==> config.mk <==
export PLATFORM = sky130hd
export DESIGN_NAME = hamming_tx_serial
export DESIGN_NICKNAME = d
export VERILOG_FILES = /design/src/rtl/hamming_tx_serial.sv
export SDC_FILE = /design/constraint.sdc
export NUM_CORES = 1
export LEC_CHECK = 0
export ABC_AREA = 1
export CAP_MARGIN = 15
export CELL_PAD_IN_SITES_DETAIL_PLACEMENT = 1
export CELL_PAD_IN_SITES_GLOBAL_PLACEMENT = 1
export CORE_MARGIN = 2
export CORE_UTILIZATION = 25
export CTS_CLUSTER_SIZE = 12
export DETAILED_ROUTE_END_ITERATION = 6
export PLACE_DENSITY_LB_ADDON = 0.1
export SLEW_MARGIN = 20
export SYNTH_ARGS = -nofsm -noshare
export SYNTH_HDL_FRONTEND = slang
export SYNTH_SLANG_ARGS = --single-unit
==> constraint.sdc <==
create_clock -name clk -period 3.41 [get_ports clk]
set_input_delay 0.5115 -clock clk [delete_from_list [all_inputs] [get_ports clk]]
set_output_delay 0.5115 -clock clk [all_outputs]
set_load 0.005 [all_outputs]
==> src/rtl/hamming_tx_serial.sv <==
// Hamming(15,11) encoder with a one-word input buffer and a UART-style serializer.
// Frame: start bit (0), codeword indices 0..14 LSB first, stop bit (1).
module hamming_tx_serial #(
  parameter int CLKS_PER_BIT = 4
) (
  input  logic        clk,
  input  logic        rst,
  input  logic [10:0] in_data,
  input  logic [3:0]  in_err_pos,
  input  logic        in_valid,
  output logic        in_ready,
  output logic        tx,
  output logic        busy,
  output logic [14:0] cw_out,
  output logic        cw_load
);

  typedef enum logic [1:0] {
    S_IDLE,
    S_START,
    S_DATA,
    S_STOP
  } state_t;

  localparam logic [15:0] DIV_LAST = 16'(CLKS_PER_BIT - 1);

  state_t      r_state;
  state_t      w_state_nxt;
  logic [15:0] r_div;
  logic [3:0]  r_bit;
  logic [14:0] r_shift;
  logic [14:0] r_buf;
  logic        r_buf_full;
  logic        r_tx;
  logic        r_cw_load;
  logic [14:0] r_cw_out;

  logic        w_tick;
  logic        w_load;
  logic        w_accept;
  logic [14:0] w_cw;

  // Index 0..14 holds Hamming position 1..15; parities sit at positions 1,2,4,8.
  function automatic logic [14:0] encode(input logic [10:0] d, input logic [3:0] err);
    logic [14:0] c;
    c       = '0;
    c[2]    = d[0];
    c[4]    = d[1];
    c[5]    = d[2];
    c[6]    = d[3];
    c[14:8] = d[10:4];
    c[0]    = c[2] ^ c[4] ^ c[6] ^ c[8] ^ c[10] ^ c[12] ^ c[14];
    c[1]    = c[2] ^ c[5] ^ c[6] ^ c[9] ^ c[10] ^ c[13] ^ c[14];
    c[3]    = c[4] ^ c[5] ^ c[6] ^ c[11] ^ c[12] ^ c[13] ^ c[14];
    c[7]    = ^c[14:8];
    if (err != 4'd0) begin
      c = c ^ (15'd1 << (err - 4'd1));
    end
    return c;
  endfunction

  assign w_cw     = encode(in_data, in_err_pos);
  assign w_accept = in_valid && !r_buf_full;
  assign w_tick   = (r_div == DIV_LAST);

  // NOTE: every output of a combinational block gets a default first, so no path leaves it unassigned and no latch is inferred.
  always_comb begin
    w_state_nxt = r_state;
    w_load      = 1'b0;
    case (r_state)
      S_IDLE: begin
        if (r_buf_full) begin
          w_load      = 1'b1;
          w_state_nxt = S_START;
        end
      end
      S_START: begin
        if (w_tick) w_state_nxt = S_DATA;
      end
      S_DATA: begin
        if (w_tick && r_bit == 4'd14) w_state_nxt = S_STOP;
      end
      S_STOP: begin
        if (w_tick) begin
          if (r_buf_full) begin
            w_load      = 1'b1;
            w_state_nxt = S_START;
          end else begin
            w_state_nxt = S_IDLE;
          end
        end
      end
      default: w_state_nxt = S_IDLE;
    endcase
  end

  // NOTE: sequential state uses non-blocking assignments so every register samples pre-edge values.
  always_ff @(posedge clk) begin
    if (rst) r_state <= S_IDLE;
    else     r_state <= w_state_nxt;
  end

  always_ff @(posedge clk) begin
    if (rst) begin
      r_div      <= '0;
      r_bit      <= '0;
      r_shift    <= '0;
      r_buf_full <= 1'b0;
      r_tx       <= 1'b1;
      r_cw_load  <= 1'b0;
      r_cw_out   <= '0;
    end else begin
      r_cw_load <= w_load;

      // Accept needs an empty buffer and load needs a full one, so they never collide.
      if (w_accept)    r_buf_full <= 1'b1;
      else if (w_load) r_buf_full <= 1'b0;

      if (w_load) begin
        r_shift  <= r_buf;
        r_cw_out <= r_buf;
      end else if (r_state == S_DATA && w_tick) begin
        r_shift <= r_shift >> 1;
      end

      if (r_state == S_IDLE || w_tick) r_div <= '0;
      else                             r_div <= r_div + 16'd1;

      if (r_state != S_DATA || (w_tick && r_bit == 4'd14)) r_bit <= '0;
      else if (w_tick)                                       r_bit <= r_bit + 4'd1;

      case (r_state)
        S_START: r_tx <= 1'b0;
        S_DATA:  r_tx <= r_shift[0];
        default: r_tx <= 1'b1;
      endcase
    end
  end

  // NOTE: the buffer payload needs no reset; r_buf_full alone says whether it holds a word.
  always_ff @(posedge clk) begin
    if (w_accept) r_buf <= w_cw;
  end

  assign in_ready = !r_buf_full;
  assign tx       = r_tx;
  assign busy     = (r_state != S_IDLE);
  assign cw_out   = r_cw_out;
  assign cw_load  = r_cw_load;

endmodule
==> impl_metrics.csv <==
group,metric,value,unit
synthesis,synthAdderAreaFrac,2.70,%
finish,layout_common_cells,"nand2_1, inv_1, dfxtp_1",
floorplan,dieHeight,126,µm
worst_setup_path,path_cells,"inv_1, ha_1, inv_2, clkdlybuf4s50_1",
synthesis,syn_area_per_cell,7.77,µm²
worst_setup_path,cp-end-kind,"output pin",
sta,setup_viol,0,
worst_setup_path,rrSetupSlack,1.25,ns
sta,slew_headroom,53.8,%
detailed_routing,wire_per_inst,12.7,µm
floorplan,initial_core_util,25.5,%
global_route,grt_pass1_vias,3127,
synthesis,synthCells,478,
power_and_ir_drop,powerDensity,694,mW/mm²
sta,drv_slew,0,
synthesis,yosysWarnings,0,
synthesis,synth_xor_area_share,8.93,%
synthesis,synthMuxAreaShare,0,%
synthesis,synth_compound_area_share,7.38,%
detailed_routing,drt_iter0_drc,112,
worst_setup_path,crit_arrival,1.74,ns
job,drv_cap,0,
detailed_routing,drc,0,
cts,holdBufCountCts,0,
sta,max_freq,444,MHz
min_path,hold_path_depth,2,
power_and_ir_drop,p_total,0.00317,W
placement,dpl.hpwl,6860,µm
global_route,grt.total_usage,12.0,%
cts,tritoncts,"built",
synthesis,synth-edff-count,15,
floorplan,rows,44,
detailed_routing,vias,2987,
power_and_ir_drop,vdd_ir_drop_max,0.273,mV
detailed_routing,vias_per_cell,4.23,
placement,routabilityCongestion,0.786,
min_path,holdCritStartpoint,"r_div[15]",
detailed_routing,drt_pre_antenna_iters,4,
sta,rsz0062_at_grt,"false",
worst_setup_path,r2r-end,"r_shift[0]",
worst_setup_path,r2r_start,"r_state[0]",
synthesis,ys_seq_area_share,41.8,%
worst_setup_path,slowest_stage,"clkdlybuf4s50_1",
synthesis,synth_top_family_by_area,"simple AND/OR/NAND/NOR gates",
finish,syn2layout_area_growth,23.3,%
global_route,gr-total-overflow,0,
floorplan,die_w,126,µm
floorplan,core,0.0145,mm²
finish,antenna_cells,0,
sta,min_period_over_period,66.1,%
min_path,hold_end,"r_div[15]",
cts,postCtsSetupBuffers,0,
sta,hold_violations,0,
sta,clock_skew,0.00595,ns
worst_setup_path,cpLargestDelayFamily,"buffers and inverters",
cts,path_clk_slew,0.06,ns
worst_setup_path,crit_type,"flop to output pin",
cts,cts_buffers,9,
sta,hold_ws,0.464,ns
cts,clockBufferDepth,2,
worst_setup_path,path_max_fanout,5,
sta,min_period,2.25,ns
finish,layout.nets,543,
synthesis,synth_simple_gate_area_share,29.7,%
power_and_ir_drop,p_leak,1.84,nW
cts,cts.repair.resized,0,
synthesis,synth_fp_nets,504,
global_route,antenna_found_initial,0,
finish,fin_util,31.5,%
synthesis,yosysUniqueCellTypes,35,
synthesis,syn-cell-area,0.00371,mm²
min_path,hold_path_class,"flop to flop",
cts,cts_root_buf,"clkbuf_16",
detailed_routing,wirelength,8980,µm
cts,ctsHtreeMaxLevel,3,
global_route,grt_start_max_net_pins,33,
synthesis,synth_seq_cells,70,
floorplan,pin_count,37,
synthesis,synth_top_area_cell,"dfxtp_1",
sta,worst_slew_pin_slew,0.692,ns
sta,fin_setup_tns,0,ns
cts,clkSinkCount,70,
placement,place_inst,690,
synthesis,synth_ff_type,"dfxtp_1",
cts,insertion_delay,0.33,ns
finish,final_common_cell,"nand2_1",
worst_setup_path,worst_path_largest_cell_delay,0.53,ns
synthesis,synth_top_cell_area_share,29.7,%
run_status,status,"finished clean",
finish,drive_gt1_share,11.9,%
worst_setup_path,cp-start-kind,"flop",
global_route,grt_pass1_wl,15300,µm
worst_setup_path,path_buf_inv,3,
synthesis,async_flop_share,0,%
synthesis,ys_top_cells_by_area,"dfxtp_1, edfxtp_1, nand2_1, inv_1, xnor2_1",
floorplan,die_area,0.0158,mm²
finish,instances_no_fill,706,
worst_setup_path,worstPathRequired,2.90,ns
detailed_routing,drtAntennaViolNets,0,
placement,port_buffers,36,
worst_setup_path,r2r_cells,8,
==> synth_stat cells (2+ instances only) <==
| library cell | instances |
|---|---|
| a21oi_1 | 30 |
| buf_2 | 4 |
| buf_4 | 3 |
| buf_6 | 4 |
| dfxtp_1 | 55 |
| edfxtp_1 | 15 |
| ha_1 | 8 |
| inv_1 | 65 |
| inv_2 | 4 |
| nand2_1 | 118 |
| nand2_4 | 4 |
| nand3_1 | 24 |
| nand3_2 | 11 |
| nand4_1 | 4 |
| nor2_1 | 35 |
| nor2_2 | 13 |
| nor2_4 | 3 |
| nor3_1 | 8 |
| nor3_2 | 2 |
| o21ai_0 | 9 |
| o21ai_1 | 9 |
| or2_2 | 3 |
| xnor2_1 | 24 |
| xor2_1 | 12 |
==> final cells by class <==
type	instances	area [µm²]
Clock buffer	11	254
Multi-Input combinational cell	326	1810
Inverter	70	263
Sequential cell	70	1550
Fill cell	1773	9960
Clock inverter	5	80.1
Tap cell	184	230
Timing Repair Buffer	40	390
==> how the worst max path moves through the flow <==
stage	start	endpoint	slack (ns)	cells past startpoint
final	r_state[0]	busy	1.16	4
after CTS	r_state[0]	busy	1.13	4
after floorplan	r_state[0]	r_shift[10]	1.74	9
after detailed placement	rst	r_div[12]	1.05	6
after global routing	r_div[0]	r_shift[1]	1.07	11
after global placement	rst	r_div[12]	1.06	6
==> state kept, by name, summed over array words and instances, names as in the netlist <==
name,flops
cw_load,1
r_state,2
tx,1
r_shift,15
r_buf,15
cw_out,15
r_buf_full,1
r_div,16
r_bit,4
==> per-stage QoR <==
step                      cell area, µm²  setup slack [ns]
final                               4580              1.16
after global routing                4580              1.07
after CTS                           4580              1.13
after detailed placement            4240              1.05
after global placement              4240              1.06
after floorplan                     3710              1.74
==> cell families after synthesis <==
group           after synthesis
simple gates                230
buf+inv                      82
flops                        70
compound gates               51
xor+xnor                     37
fa+ha+maj                     8
==> report_power, final <==
group          leakage, nW  switching (W)  internal (W)
Combinational         1.09       0.000618      0.000399
Sequential           0.590      0.0000920       0.00102
Clock                0.157       0.000358      0.000684
==> routing by layer <==
metal / part of all wire (%) / up-vias / GRT usage [%] / routed length (µm)
li1: - / 1574 / - / -
met5: 0 / - / 0 / 0
met4: 1.3 / 0 / 4.27 / 114
met1: 49 / 1378 / 15.2 / 4400
met3: 2.1 / 7 / 2.38 / 185
met2: 48 / 28 / 20.2 / 4280
==> worst register-to-register path: cells and delay by family, from the launching register on <==
| family | cells | cell delay [ns] |
|---|---|---|
| buffers and inverters | 2 | 0.40 |
| adders and majority gates | 1 | 0.36 |
| AOI/OAI and AO/OA | 2 | 0.27 |
| and+or+nand+nor | 3 | 0.66 |
| DFF | 1 | 0.41 |
(Power assumes the default switching activity.)
